<file path="config.mk">
export PLATFORM = sky130hd
export DESIGN_NAME = baccarat_match_controller_flat
export DESIGN_NICKNAME = d
export VERILOG_FILES = /design/src/rtl/baccarat_match_controller_if.sv /design/src/rtl/baccarat_match_controller.sv /design/src/flat_wrapper.sv
export SDC_FILE = /design/constraint.sdc
export NUM_CORES = 1
export LEC_CHECK = 0
export ABC_AREA = 1
export BUFFER_PORTS_ARGS = -buffer_cell sky130_fd_sc_hd__buf_4
export CORE_AREA = 2 2 72 74
export CTS_BUF_LIST = sky130_fd_sc_hd__clkbuf_2
export DETAILED_ROUTE_END_ITERATION = 10
export DIE_AREA = 0 0 74 76
export GPL_ROUTABILITY_DRIVEN = 0
export PLACE_DENSITY = 0.61
export SLEW_MARGIN = 10
export SYNTH_ARGS = -nofsm -noshare
export SYNTH_HDL_FRONTEND = slang
export SYNTH_SLANG_ARGS = --single-unit
</file>
<file path="constraint.sdc">
create_clock -name slow_clock -period 4.05 [get_ports slow_clock]
set_input_delay 0.405 -clock slow_clock [delete_from_list [all_inputs] [get_ports slow_clock]]
set_output_delay 0.405 -clock slow_clock [all_outputs]
set_load 0.02 [all_outputs]
</file>
<file path="src/rtl/baccarat_match_controller_if.sv">
// -----------------------------------------------------------------------------
// baccarat_match_controller_if
//
// Signal bundle between the match controller and its surroundings. The top
// level supplies the start key, and the hand state machine supplies its status.
// The controller drives the hand pacing pulses, the tallies and the match
// result.
//
// Parameters:
//   CNT_W            width of the tally and round counters
//
// Signals:
//   start            level, begins a new match (top level -> controller)
//   hand_done        hand state machine is in its winner state
//   player_win_light player win light from the hand state machine
//   dealer_win_light dealer win light from the hand state machine
//   hand_reset       one-cycle clear pulse to the hand datapath/state machine
//   step_en          one-cycle advance pulse to the hand state machine
//   busy             a match is in progress
//   player_wins      player hand wins this match
//   dealer_wins      dealer hand wins this match
//   ties             tied hands this match
//   rounds           completed hands this match
//   match_over       match has finished
//   match_winner     00 draw, 01 player, 10 dealer, 11 error
//
// Modports:
//   master           controller side
//   slave            top level / hand state machine side
// -----------------------------------------------------------------------------
interface baccarat_match_controller_if #(
   parameter int unsigned CNT_W = 4
) ();

   logic             start;
   logic             hand_done;
   logic             player_win_light;
   logic             dealer_win_light;
   logic             hand_reset;
   logic             step_en;
   logic             busy;
   logic [CNT_W-1:0] player_wins;
   logic [CNT_W-1:0] dealer_wins;
   logic [CNT_W-1:0] ties;
   logic [CNT_W-1:0] rounds;
   logic             match_over;
   logic [1:0]       match_winner;

   modport master (
      input  start,
      input  hand_done,
      input  player_win_light,
      input  dealer_win_light,
      output hand_reset,
      output step_en,
      output busy,
      output player_wins,
      output dealer_wins,
      output ties,
      output rounds,
      output match_over,
      output match_winner
   );

   modport slave (
      output start,
      output hand_done,
      output player_win_light,
      output dealer_win_light,
      input  hand_reset,
      input  step_en,
      input  busy,
      input  player_wins,
      input  dealer_wins,
      input  ties,
      input  rounds,
      input  match_over,
      input  match_winner
   );

endinterface

</file>
<file path="src/rtl/baccarat_match_controller.sv">
// -----------------------------------------------------------------------------
// baccarat_match_controller
//
// Match-level sequencer for the baccarat hand datapath. For each hand, it
// issues a one-cycle hand_reset. It then paces single-cycle step_en pulses
// DEAL_GAP+1 cycles apart until the hand state machine reports hand_done. It
// then samples the win lights and updates the player/dealer/tie tallies. The
// match ends when either side reaches WIN_TARGET wins or when MAX_ROUNDS hands
// have been played. The match also ends with an error code in two cases: a hand
// never completes within MAX_STEPS steps, or a hand completes with neither
// light lit.
//
// Ports:
//   slow_clock  system clock, all logic on the rising edge
//   reset       synchronous, active-high reset
//   bus         controller side of baccarat_match_controller_if (see that file)
//
// All outputs are registered and decoded from the next state. As a result,
// every output is a pure function of the current state register.
// -----------------------------------------------------------------------------
module baccarat_match_controller #(
   parameter int unsigned CNT_W      = 4,
   parameter int unsigned DEAL_GAP   = 4,
   parameter int unsigned WIN_TARGET = 3,
   parameter int unsigned MAX_ROUNDS = 9,
   parameter int unsigned MAX_STEPS  = 8
) (
   input  logic                           slow_clock,
   input  logic                           reset,
   baccarat_match_controller_if.master    bus
);

   localparam int unsigned GapW  = $clog2(DEAL_GAP + 1);
   localparam int unsigned StepW = $clog2(MAX_STEPS + 1);

   localparam logic [1:0] WinDraw   = 2'b00;
   localparam logic [1:0] WinPlayer = 2'b01;
   localparam logic [1:0] WinDealer = 2'b10;
   localparam logic [1:0] WinError  = 2'b11;

   typedef enum logic [2:0] {
      StIdle,
      StClear,
      StStep,
      StGap,
      StResult,
      StCheck,
      StOver
   } state_e;

   state_e           state_q, state_d;
   logic [StepW-1:0] step_cnt_q, step_cnt_d;
   logic [GapW-1:0]  gap_cnt_q, gap_cnt_d;
   logic [CNT_W-1:0] player_q, player_d;
   logic [CNT_W-1:0] dealer_q, dealer_d;
   logic [CNT_W-1:0] ties_q, ties_d;
   logic [CNT_W-1:0] rounds_q, rounds_d;
   logic [1:0]       winner_q, winner_d;

   logic             hand_reset_q;
   logic             step_en_q;
   logic             busy_q;
   logic             over_q;

   // Next-state and datapath update
   always_comb begin
      state_d    = state_q;
      step_cnt_d = step_cnt_q;
      gap_cnt_d  = gap_cnt_q;
      player_d   = player_q;
      dealer_d   = dealer_q;
      ties_d     = ties_q;
      rounds_d   = rounds_q;
      winner_d   = winner_q;

      unique case (state_q)
         StIdle: begin
            if (bus.start) begin
               player_d = '0;
               dealer_d = '0;
               ties_d   = '0;
               rounds_d = '0;
               winner_d = WinDraw;
               state_d  = StClear;
            end
         end

         StClear: begin
            step_cnt_d = '0;
            state_d    = StStep;
         end

         StStep: begin
            step_cnt_d = step_cnt_q + StepW'(1);
            gap_cnt_d  = GapW'(DEAL_GAP - 1);
            state_d    = StGap;
         end

         // hand_done is only looked at once the gap has fully elapsed, so an
         // early assertion during the gap simply waits for the last cycle.
         StGap: begin
            if (gap_cnt_q != '0) begin
               gap_cnt_d = gap_cnt_q - GapW'(1);
            end else if (bus.hand_done) begin
               state_d = StResult;
            end else if (step_cnt_q == StepW'(MAX_STEPS)) begin
               // The hand never finished: abort the match with an error.
               winner_d = WinError;
               state_d  = StOver;
            end else begin
               state_d = StStep;
            end
         end

         StResult: begin
            unique case ({bus.player_win_light, bus.dealer_win_light})
               2'b11: begin
                  ties_d   = ties_q + CNT_W'(1);
                  rounds_d = rounds_q + CNT_W'(1);
                  state_d  = StCheck;
               end
               2'b10: begin
                  player_d = player_q + CNT_W'(1);
                  rounds_d = rounds_q + CNT_W'(1);
                  state_d  = StCheck;
               end
               2'b01: begin
                  dealer_d = dealer_q + CNT_W'(1);
                  rounds_d = rounds_q + CNT_W'(1);
                  state_d  = StCheck;
               end
               default: begin
                  // A completed hand with no winner light is inconsistent.
                  winner_d = WinError;
                  state_d  = StOver;
               end
            endcase
         end

         // The tallies were updated in RESULT, so the limits can be compared
         // directly. Because the match stops exactly at a limit, the counters
         // never need wrap handling.
         StCheck: begin
            if ((player_q == CNT_W'(WIN_TARGET)) ||
                (dealer_q == CNT_W'(WIN_TARGET)) ||
                (rounds_q == CNT_W'(MAX_ROUNDS))) begin
               if (player_q > dealer_q) begin
                  winner_d = WinPlayer;
               end else if (player_q < dealer_q) begin
                  winner_d = WinDealer;
               end else begin
                  winner_d = WinDraw;
               end
               state_d = StOver;
            end else begin
               state_d = StClear;
            end
         end

         StOver: begin
            if (bus.start) begin
               player_d = '0;
               dealer_d = '0;
               ties_d   = '0;
               rounds_d = '0;
               winner_d = WinDraw;
               state_d  = StClear;
            end
         end

         default: begin
            state_d = StIdle;
         end
      endcase
   end

   // State, counters and registered Moore outputs
   always_ff @(posedge slow_clock) begin
      if (reset) begin
         state_q      <= StIdle;
         step_cnt_q   <= '0;
         gap_cnt_q    <= '0;
         player_q     <= '0;
         dealer_q     <= '0;
         ties_q       <= '0;
         rounds_q     <= '0;
         winner_q     <= WinDraw;
         hand_reset_q <= 1'b0;
         step_en_q    <= 1'b0;
         busy_q       <= 1'b0;
         over_q       <= 1'b0;
      end else begin
         state_q      <= state_d;
         step_cnt_q   <= step_cnt_d;
         gap_cnt_q    <= gap_cnt_d;
         player_q     <= player_d;
         dealer_q     <= dealer_d;
         ties_q       <= ties_d;
         rounds_q     <= rounds_d;
         winner_q     <= winner_d;
         hand_reset_q <= (state_d == StClear);
         step_en_q    <= (state_d == StStep);
         busy_q       <= (state_d != StIdle) && (state_d != StOver);
         over_q       <= (state_d == StOver);
      end
   end

   assign bus.hand_reset   = hand_reset_q;
   assign bus.step_en      = step_en_q;
   assign bus.busy         = busy_q;
   assign bus.player_wins  = player_q;
   assign bus.dealer_wins  = dealer_q;
   assign bus.ties         = ties_q;
   assign bus.rounds       = rounds_q;
   assign bus.match_over   = over_q;
   assign bus.match_winner = winner_q;

endmodule

</file>
<file path="src/flat_wrapper.sv">
// flat-port wrapper written by rule: the top's interface ports become plain ports
module baccarat_match_controller_flat 
#(
   parameter int unsigned CNT_W      = 4,
   parameter int unsigned DEAL_GAP   = 4,
   parameter int unsigned WIN_TARGET = 3,
   parameter int unsigned MAX_ROUNDS = 9,
   parameter int unsigned MAX_STEPS  = 8
)
  (slow_clock, reset, bus_start, bus_hand_done, bus_player_win_light, bus_dealer_win_light, bus_hand_reset, bus_step_en, bus_busy, bus_player_wins, bus_dealer_wins, bus_ties, bus_rounds, bus_match_over, bus_match_winner);
  baccarat_match_controller_if #(.CNT_W(CNT_W)) bus_i ();
  input  logic slow_clock;
  input  logic reset;
  input wire logic [$bits(bus_i.start)-1:0] bus_start;
  input wire logic [$bits(bus_i.hand_done)-1:0] bus_hand_done;
  input wire logic [$bits(bus_i.player_win_light)-1:0] bus_player_win_light;
  input wire logic [$bits(bus_i.dealer_win_light)-1:0] bus_dealer_win_light;
  output wire logic [$bits(bus_i.hand_reset)-1:0] bus_hand_reset;
  output wire logic [$bits(bus_i.step_en)-1:0] bus_step_en;
  output wire logic [$bits(bus_i.busy)-1:0] bus_busy;
  output wire logic [$bits(bus_i.player_wins)-1:0] bus_player_wins;
  output wire logic [$bits(bus_i.dealer_wins)-1:0] bus_dealer_wins;
  output wire logic [$bits(bus_i.ties)-1:0] bus_ties;
  output wire logic [$bits(bus_i.rounds)-1:0] bus_rounds;
  output wire logic [$bits(bus_i.match_over)-1:0] bus_match_over;
  output wire logic [$bits(bus_i.match_winner)-1:0] bus_match_winner;
  assign bus_i.start = bus_start;
  assign bus_i.hand_done = bus_hand_done;
  assign bus_i.player_win_light = bus_player_win_light;
  assign bus_i.dealer_win_light = bus_dealer_win_light;
  assign bus_hand_reset = bus_i.hand_reset;
  assign bus_step_en = bus_i.step_en;
  assign bus_busy = bus_i.busy;
  assign bus_player_wins = bus_i.player_wins;
  assign bus_dealer_wins = bus_i.dealer_wins;
  assign bus_ties = bus_i.ties;
  assign bus_rounds = bus_i.rounds;
  assign bus_match_over = bus_i.match_over;
  assign bus_match_winner = bus_i.match_winner;
  baccarat_match_controller #(.CNT_W(CNT_W), .DEAL_GAP(DEAL_GAP), .WIN_TARGET(WIN_TARGET), .MAX_ROUNDS(MAX_ROUNDS), .MAX_STEPS(MAX_STEPS)) u_core (.slow_clock(slow_clock), .reset(reset), .bus(bus_i));
endmodule
</file>
==> results of run 1 <==
==> critical path: stages (launching register included) <==
cell and delay, ps:
dfxtp_1 540, inv_1 120, nand2_4 110, nand2_4 80
nand3_4 100, nand2_1 340, a211oi_1 320
==> metrics by stage <==
step	setup slack [ps]	hold slack, ps	area (um^2)	power, mW	instances
2_1_floorplan	2580	444	1880	1.13	261
3_3_place_gp	2390	458	2150	1.33	355
3_5_place_dp	2390	459	2150	1.34	355
4_1_cts	2370	244	2220	1.56	363
5_1_grt	2230	243	2220	1.69	363
6_report	2380	252	2220	1.54	363
==> power by group <==
part	leakage (nW)	total [mW]	switching [mW]	internal, mW
clock	0.0430	0.220	0.113	0.106
combinational	0.719	0.841	0.530	0.311
sequential	0.261	0.483	0.0832	0.400
==> area by class of cell <==
class | instances | area, um^2 | area share (%)
multi-input combinational | 185 | 1070 | 48.2
sequential | 32 | 641 | 28.9
clock buffer | 6 | 30.0 | 1.35
timing repair buffer | 27 | 203 | 9.13
tap | 70 | 87.6 | 3.95
clock inverter | 2 | 35.0 | 1.58
inverter | 41 | 154 | 6.93
==> layout by cell type, fill, tap and decap left out, types with 2 or more instances in the layout <==
cell type / Yosys / layout
nand2_1: 52 / 52
inv_1: 36 / 36
nor2_1: 34 / 34
dfxtp_1: 32 / 32
buf_4: 0 / 27
nand3_1: 18 / 18
a21oi_1: 13 / 13
ha_1: 13 / 13
o21ai_0: 8 / 8
nor3_1: 8 / 8
nor2_2: 7 / 7
clkbuf_2: 0 / 6
inv_2: 5 / 5
nand2_4: 5 / 5
nor2_4: 5 / 5
nor3_2: 2 / 2
nand2_2: 2 / 2
nand3_2: 2 / 2
nand4_1: 2 / 2
a21boi_0: 2 / 2
==> flip-flops by register name, summed over array words and instances (netlist names) <==
name and cells:
u_core.bus.match_winner 2, u_core.bus.step_en 1, u_core.bus.match_over 1, u_core.gap_cnt_q 3, u_core.state_q 3, u_core.step_cnt_q 4, u_core.bus.rounds 4, u_core.bus.ties 4
u_core.bus.busy 1, u_core.bus.dealer_wins 4, u_core.bus.hand_reset 1, u_core.bus.player_wins 4
==> kinds of logic after synthesis <==
group           Yosys count  share of synthesized area [%]
flops                    32                           34.0
fa+ha+maj                13                           8.63
buf+inv                  44                           9.23
simple gates            142                           38.9
compound gates           28                           8.30
xor+xnor                  2                          0.930
==> worst max path at each step <==
stage | start | endpoint
floorplan | u_core.bus.dealer_wins[3] | u_core.bus.match_winner[0]
global placement | u_core.gap_cnt_q[0] | u_core.bus.busy
detailed placement | u_core.state_q[1] | u_core.bus.rounds[1]
CTS | u_core.state_q[1] | u_core.bus.rounds[1]
global route | u_core.state_q[1] | u_core.bus.rounds[1]
finish | u_core.state_q[1] | u_core.bus.rounds[1]
==> layer usage <==
layer / vias to the layer above / wire, um
met5: - / 0
met4: 0 / 25
met3: 3 / 151
met2: 28 / 1670
met1: 724 / 1770
li1: 888 / -
==> results.py, run 1 <==
metrics = {
    "status": {
        "status": "finished, final reports clean",
    },
    "timing": {
        "timing.slew.headroom_pct": 62.9,
        "worst_pin_slew_ps": 554,
        "clock_skew_ps": 13.6,
        "slew_violations": 0,
        "setup_tns_ps": 0,
        "min_period_over_period_pct": 41.2,
        "period_needed_ps": 1670,
        "hold_violations": 0,
        "rsz0062_at_grt": "false",
        "setup_viol": 0,
        "max_freq_ghz": 0.599,
    },
    "place": {
        "port_buffers": 27,
        "hpwl_mm": 2.86,
    },
    "synth": {
        "syn_area_per_cell_um2": 7.22,
        "synth_edf_count": 0,
        "synthTopCellsByArea": "dfxtp_1, nand2_1, ha_1",
        "synth-seq-cells": 32,
        "yosys.area.top_type": "dfxtp_1",
        "ys_seq_area_share_pct": 34.0,
        "async_flop_share_pct": 0,
        "synth_commonest_cells": "nand2_1, inv_1, nor2_1",
        "yosys_warnings": 0,
        "synth_cell_type_count": 33,
        "synthCells": 261,
        "syn-num-nets": 280,
        "ys.flop_type": "dfxtp_1",
        "syn-cell-area_um2": 1880,
        "yosys.area.top_type_share_pct": 34.0,
        "synth.most_common_cell": "nand2_1",
    },
    "floorplan": {
        "die-area_um2": 5620,
        "die_w_um": 74,
        "coreArea_um2": 4910,
        "initial_core_util_pct": 38.4,
        "pin_count": 28,
        "rows": 26,
        "chipHeight_um": 76,
    },
    "grt": {
        "grt_pass1_vias": 1500,
        "use_met1_pct": 16.7,
        "grtUsageMet2_pct": 23.6,
        "antenna_found_initial": 0,
        "grt_remaining_overflow": 0,
        "grt_util_met3_pct": 3.97,
        "grt_pass1_wl_mm": 6.24,
        "grt_busiest_layer": "met2",
        "track_usage_pct": 13.9,
        "grt_max_degree": 17,
    },
    "layout": {
        "fill_cells": 514,
        "fin_util_pct": 45.2,
        "nets": 311,
        "drive_gt1_share_pct": 22.5,
        "diodes": 0,
        "area_growth_pct": 17.8,
    },
    "clock_tree": {
        "cts.sinks": 32,
        "clockRootBuffer": "clkbuf_2",
        "postCtsSetupRepairBufs": 0,
        "clk_path_buf_depth": 2,
        "cts_buffers": 5,
        "postCtsHoldBufs": 0,
        "cts_max_level": 2,
        "cts_tree": "built",
        "clk_transition_reported_paths_ps": 170,
        "worst_skew_pair.late_latency_ps": 370,
        "post_cts_resized": 0,
    },
    "route": {
        "drc": 0,
        "routed_wl_mm": 3.62,
        "vias": 1643,
        "via_per_inst": 4.53,
        "drt_first_pass_iters": 4,
        "ant_nets": 0,
        "drt_iter0_drc": 55,
        "wl_per_cell_um": 9.97,
    },
    "worst_setup_path": {
        "reg2regPathDepth": 6,
        "reg2reg_slack_ps": 2380,
        "cp-start-kind": "register",
        "r2r-end": "u_core.bus.rounds[1]",
        "worst_setup_path_end_kind": "register",
        "worst_ep_required_time_ps": 4350,
        "reg2reg_from": "u_core.state_q[1]",
        "crit_type": "register to register",
        "crit_fanout": 16,
        "critPathArrivalTime_ps": 1970,
    },
    "flow_run": {
        "drv_cap": 0,
    },
    "min_path": {
        "whs_path_depth": 2,
        "hp-class": "input pin to register",
        "worstHoldStart": "reset",
        "hold_end": "u_core.gap_cnt_q[2]",
    },
    "power": {
        "leakagePower_nw": 1.02,
        "p_per_area_nw_per_um2": 696,
        "vdd_drop_max_mv": 0.314,
    },
}
Power figures use the tool's default switching activity.
==> inputs of run 2 (changes only) <==
--- a/config.mk
+++ b/config.mk
@@ -12,7 +12,7 @@
 export DETAILED_ROUTE_END_ITERATION = 10
 export DIE_AREA = 0 0 74 76
 export GPL_ROUTABILITY_DRIVEN = 0
-export PLACE_DENSITY = 0.61
+export PLACE_DENSITY = 0.63
 export SLEW_MARGIN = 10
 export SYNTH_ARGS = -nofsm -noshare
 export SYNTH_HDL_FRONTEND = slang
==> constraint.sdc (replaced) <==
create_clock -name slow_clock -period 1.4 [get_ports slow_clock]
set_input_delay 0.14 -clock slow_clock [delete_from_list [all_inputs] [get_ports slow_clock]]
set_output_delay 0.14 -clock slow_clock [all_outputs]
set_load 0.02 [all_outputs]
==> results.py, run 2 (synthesis gave the netlist of run 1 again) <==
metrics = {
    "layout": {
        "fill_cells": 489,
        "instances_no_fill": 402,
        "drive_gt1_share_pct": 50.0,
        "seq_area_um2": 669,
        "layout_commonest_cell": "buf_4",
        "fin_area_um2": 2790,
        "area_growth_pct": 48.3,
        "multiInputGateArea_um2": 1310,
        "nets": 350,
        "most-common-layout-cells": "buf_4, nand2_1, nor2_1",
        "diodes": 0,
    },
    "timing": {
        "clock_skew_ps": 9.07,
        "period_needed_ps": 1400,
        "rsz0062_at_grt": "true",
        "min_period_over_period_pct": 100,
        "slew_violations": 0,
        "timing.slew.headroom_pct": 79.9,
        "hold_violations": 0,
        "setup_tns_ps": -2.01,
        "max_freq_ghz": 0.713,
        "worst_pin_slew_ps": 299,
        "worst_slack_ps": -2.01,
        "setup_viol": 1,
    },
    "clock_tree": {
        "cts.sinks": 32,
        "cts_tree": "built",
        "worst_skew_pair.late_latency_ps": 370,
        "clk_path_buf_depth": 2,
        "cts_max_level": 2,
        "cts_buffers": 5,
        "clockRootBuffer": "clkbuf_2",
        "clk_transition_reported_paths_ps": 160,
    },
    "place": {
        "place_ws_ps": -111,
        "dpl.cell_count": 385,
        "port_buffers": 27,
        "place_area_um2": 2390,
        "hpwl_mm": 3.11,
    },
    "worst_setup_path": {
        "crit_fanout": 4,
        "r2r-end": "u_core.bus.busy",
        "worst_ep_required_time_ps": 1680,
        "critPathArrivalTime_ps": 1680,
        "critPathTopFamily": "simple AND/OR/NAND/NOR gates",
        "worst_setup_path_end_kind": "register",
        "crit_chain": "inv_2 -> ha_4 -> ha_4 -> nor2_4 -> nor2_4 -> nand3_2 -> nor2_4 -> inv_2 -> nor2_1 -> nor2_1",
        "slowest_delay_ps": 350,
        "cp-startpoint": "u_core.gap_cnt_q[0]",
        "crit_cells": 10,
        "cp_common_cell": "nor2_4",
        "crit_type": "register to register",
        "reg2regPathDepth": 10,
        "reg2reg_slack_ps": -2,
        "cp_num_buf_inv": 2,
        "reg2reg_from": "u_core.gap_cnt_q[0]",
        "worst_path_max_delay_cell": "dfxtp_2",
        "worstSetupEndpoint": "u_core.bus.busy",
        "cp-start-kind": "register",
    },
    "route": {
        "ant_nets": 0,
        "via_per_inst": 4.53,
        "drt_first_pass_iters": 4,
        "wl_per_cell_um": 10.7,
        "drt_iter0_drc": 70,
        "routed_wl_mm": 4.31,
        "vias": 1822,
        "drc": 0,
    },
    "power": {
        "p_per_area_nw_per_um2": 2010,
        "clockPowerShare_pct": 10.8,
        "seqPwrFrac_pct": 25.3,
        "p_sw_share_pct": 44.9,
        "switchingPower_mw": 2.52,
        "leakagePower_nw": 1.27,
        "power_frac_comb_pct": 63.9,
        "internal-power_mw": 3.10,
        "vdd_drop_max_mv": 1.42,
    },
    "grt": {
        "grt_pass1_wl_mm": 7.16,
        "grt_pass1_vias": 1689,
        "grt_max_degree": 13,
        "antenna_found_initial": 0,
        "track_usage_pct": 16.2,
        "grt_remaining_overflow": 0,
    },
    "floorplan": {
        "die-area_um2": 5620,
        "pin_count": 28,
        "coreArea_um2": 4910,
        "die_w_um": 74,
        "rows": 26,
        "initial_core_util_pct": 38.4,
        "chipHeight_um": 76,
    },
    "status": {
        "status": "complete, but fails checks",
        "violations": "negative setup slack",
    },
    "flow_run": {
        "drv_cap": 0,
    },
    "min_path": {
        "hp-class": "input pin to register",
    },
}
run 2: cell type report:
class | instances | area share [%]
well taps | 70 | 3.13
inverters | 41 | 5.87
flip-flops and latches | 32 | 24.0
clock buffers | 5 | 0.896
clock inverters | 3 | 1.34
repair buffers | 66 | 18.0
multi-input cells | 185 | 46.8
run 2: how the worst min path moves through the flow:
stage	startpoint	endpoint	slack (ps)	cells past startpoint
after floorplan	bus_start	u_core.state_q[2]	390	3
after global placement	reset	u_core.step_cnt_q[3]	400	2
after detailed placement	reset	u_core.state_q[0]	400	2
after CTS	bus_start	u_core.state_q[2]	170	4
after global routing	bus_player_win_light	u_core.bus.dealer_wins[0]	150	6
final	bus_player_win_light	u_core.bus.dealer_wins[0]	170	6
run 2: power by group through the flow:
| stage | clock, mW | sequential (mW) | combinational (mW) |
|---|---|---|---|
| after global routing | 0.683 | 1.46 | 3.97 |
| after floorplan | 0 | 1.57 | 1.72 |
| after global placement | 0 | 1.38 | 2.88 |
| after CTS | 0.635 | 1.38 | 3.10 |
| after detailed placement | 0 | 1.38 | 2.91 |
| final | 0.610 | 1.42 | 3.60 |
run 2: repair_timing:
action,in CTS,in global routing
pin swaps,10,35
gates resized for setup,22,64
hold buffers,1,0
setup endpoints to repair,22,25
endpoints found under the hold margin,7,0
buffers inserted,2,6
run 2: through the flow:
stage	power (mW)	hold slack, ps	utilization [%]
after CTS	5.11	168	52.0
after floorplan	3.29	388	-
final	5.63	174	56.9
after global routing	6.11	155	56.9
after global placement	4.26	400	48.6
after detailed placement	4.29	402	48.6
run 2: metal layers:
metal	part of all wire (%)	GRT usage, %	vias to the layer above
met5	0	0	-
met2	51	27.2	26
met1	45	20.1	815
met3	3.1	3.97	10
met4	1.5	4.91	0
li1	-	-	971
run 2: worst register-to-register path, cell delays in order (launching register included):
cell	delay, ps
dfxtp_2	350
inv_2	70
ha_4	140
ha_4	170
nor2_4	70
nor2_4	110
nand3_2	90
nor2_4	130
inv_2	50
nor2_1	100
nor2_1	50
==> inputs of run 3 (changes only) <==
==> constraint.sdc (replaced) <==
create_clock -name slow_clock -period 1.4 [get_ports slow_clock]
set_input_delay 0.28 -clock slow_clock [delete_from_list [all_inputs] [get_ports slow_clock]]
set_output_delay 0.28 -clock slow_clock [all_outputs]
set_load 0.02 [all_outputs]
==> results.py, run 3 (synthesis gave the netlist of run 1 again) <==
metrics = {
    "timing": {
        "clock_skew_ps": 24.3,
        "hold_violations": 0,
        "worst_slack_ps": -119,
        "max_freq_ghz": 0.658,
        "slew_violations": 0,
        "rsz0062_at_grt": "true",
        "timing.slew.headroom_pct": 81.4,
        "min_period_over_period_pct": 109,
        "period_needed_ps": 1520,
        "worst_pin_slew_ps": 277,
        "setup_viol": 9,
    },
    "worst_setup_path": {
        "cp-startpoint": "u_core.gap_cnt_q[1]",
        "reg2reg_slack_ps": -120,
        "worst_setup_path_end_kind": "register",
        "cp-start-kind": "register",
        "cp_common_cell": "nor2_4",
        "crit_type": "register to register",
        "reg2reg_from": "u_core.gap_cnt_q[1]",
        "crit_chain": "inv_2 -> ha_4 -> ha_4 -> buf_4 -> nor2_4 -> nor2_4 -> nand3_2 -> nor2_4 -> inv_1 -> nor2_1 -> nor2_1",
        "r2r-end": "u_core.bus.busy",
        "worstSetupEndpoint": "u_core.bus.busy",
        "worst_path_max_delay_cell": "dfxtp_2",
        "reg2regPathDepth": 11,
        "slowest_delay_ps": 340,
        "worst_ep_required_time_ps": 1690,
        "critPathArrivalTime_ps": 1810,
        "crit_fanout": 4,
    },
    "layout": {
        "fill_cells": 469,
        "nets": 348,
        "multiInputGateArea_um2": 1200,
        "area_growth_pct": 42.6,
        "diodes": 0,
        "layout_commonest_cell": "buf_4",
        "most-common-layout-cells": "buf_4, nand2_1, nor2_1",
        "seq_area_um2": 667,
        "drive_gt1_share_pct": 41.2,
        "fin_util_pct": 54.7,
    },
    "floorplan": {
        "pin_count": 28,
        "coreArea_um2": 4910,
        "die_w_um": 74,
        "die-area_um2": 5620,
        "rows": 26,
        "chipHeight_um": 76,
        "initial_core_util_pct": 38.4,
    },
    "clock_tree": {
        "clk_transition_reported_paths_ps": 180,
        "cts_max_level": 2,
        "postCtsHoldBufs": 0,
        "cts_buffers": 5,
        "cts_tree": "built",
        "clockRootBuffer": "clkbuf_2",
        "worst_skew_pair.late_latency_ps": 390,
        "clk_path_buf_depth": 2,
        "cts.sinks": 32,
    },
    "route": {
        "ant_nets": 0,
        "wl_per_cell_um": 10.7,
        "drt_first_pass_iters": 4,
        "vias": 1798,
        "drt_iter0_drc": 46,
        "drc": 0,
        "routed_wl_mm": 4.29,
        "via_per_inst": 4.50,
    },
    "grt": {
        "grt_remaining_overflow": 0,
        "grt_max_degree": 16,
        "grt_pass1_wl_mm": 7.18,
        "grt_pass1_vias": 1660,
        "antenna_found_initial": 0,
        "track_usage_pct": 16.2,
    },
    "place": {
        "place_ws_ps": -105,
        "port_buffers": 27,
        "hpwl_mm": 3.06,
    },
    "status": {
        "status": "complete, but fails checks",
        "violations": "negative setup slack",
    },
    "power": {
        "leakagePower_nw": 1.24,
        "vdd_drop_max_mv": 1.30,
        "p_per_area_nw_per_um2": 2060,
    },
    "flow_run": {
        "drv_cap": 0,
    },
    "min_path": {
        "hp-class": "input pin to register",
        "worstHoldStart": "reset",
    },
}
run 3: where the power goes:
group          internal [mW]  total (mW)  switching, mW  leakage (nW)
clock                  0.291       0.617          0.325        0.0380
combinational           1.61        3.52           1.92         0.939
sequential              1.20        1.39          0.189         0.268
run 3: layer usage:
layer	up-vias	part of all wire, %	track usage, %
li1	963	-	-
met5	-	0	0
met2	25	50	27.1
met3	4	3.4	5.16
met1	806	45	19.8
met4	0	0.91	4.36
run 3: what timing repair did:
item,CTS,global route
resized for setup,23,30
pin swaps,12,18
setup buffers,4,7
endpoints found under the setup margin,16,29
run 3: worst min-delay path by stage:
stage / cells past startpoint / slack [ps] / endpoint
after floorplan: 2 / 440 / u_core.gap_cnt_q[2]
after global placement: 2 / 460 / u_core.gap_cnt_q[2]
after detailed placement: 2 / 460 / u_core.gap_cnt_q[2]
after CTS: 2 / 100 / u_core.step_cnt_q[3]
after global routing: 2 / 80 / u_core.step_cnt_q[3]
final: 2 / 120 / u_core.step_cnt_q[3]
run 3: cell type report:
cell class / count / share of cell area (%)
tap: 70 / 3.26
sequential: 32 / 24.8
clock inverter: 3 / 1.40
clock buffer: 5 / 0.931
multi-input combinational: 185 / 44.6
inverter: 41 / 5.91
timing repair buffer: 64 / 19.0
run 3: worst max-delay path: cells and delay by family (launching register included):
kind / cells / cell delay, ps
simple gates: 6 / 500
flops: 1 / 340
fa+ha+maj: 2 / 300
buf+inv: 3 / 280
run 3: through the flow:
stage	power (mW)	cell area (um^2)	instances	setup TNS [ps]	hold slack (ps)
final	5.53	2690	400	-559	116
after global routing	6.01	2690	400	-1540	80.7
after CTS	5.18	2550	393	-56.2	98.1
after detailed placement	4.30	2370	381	-525	459
after global placement	4.27	2370	381	-206	458
after floorplan	3.29	1890	261	0	444
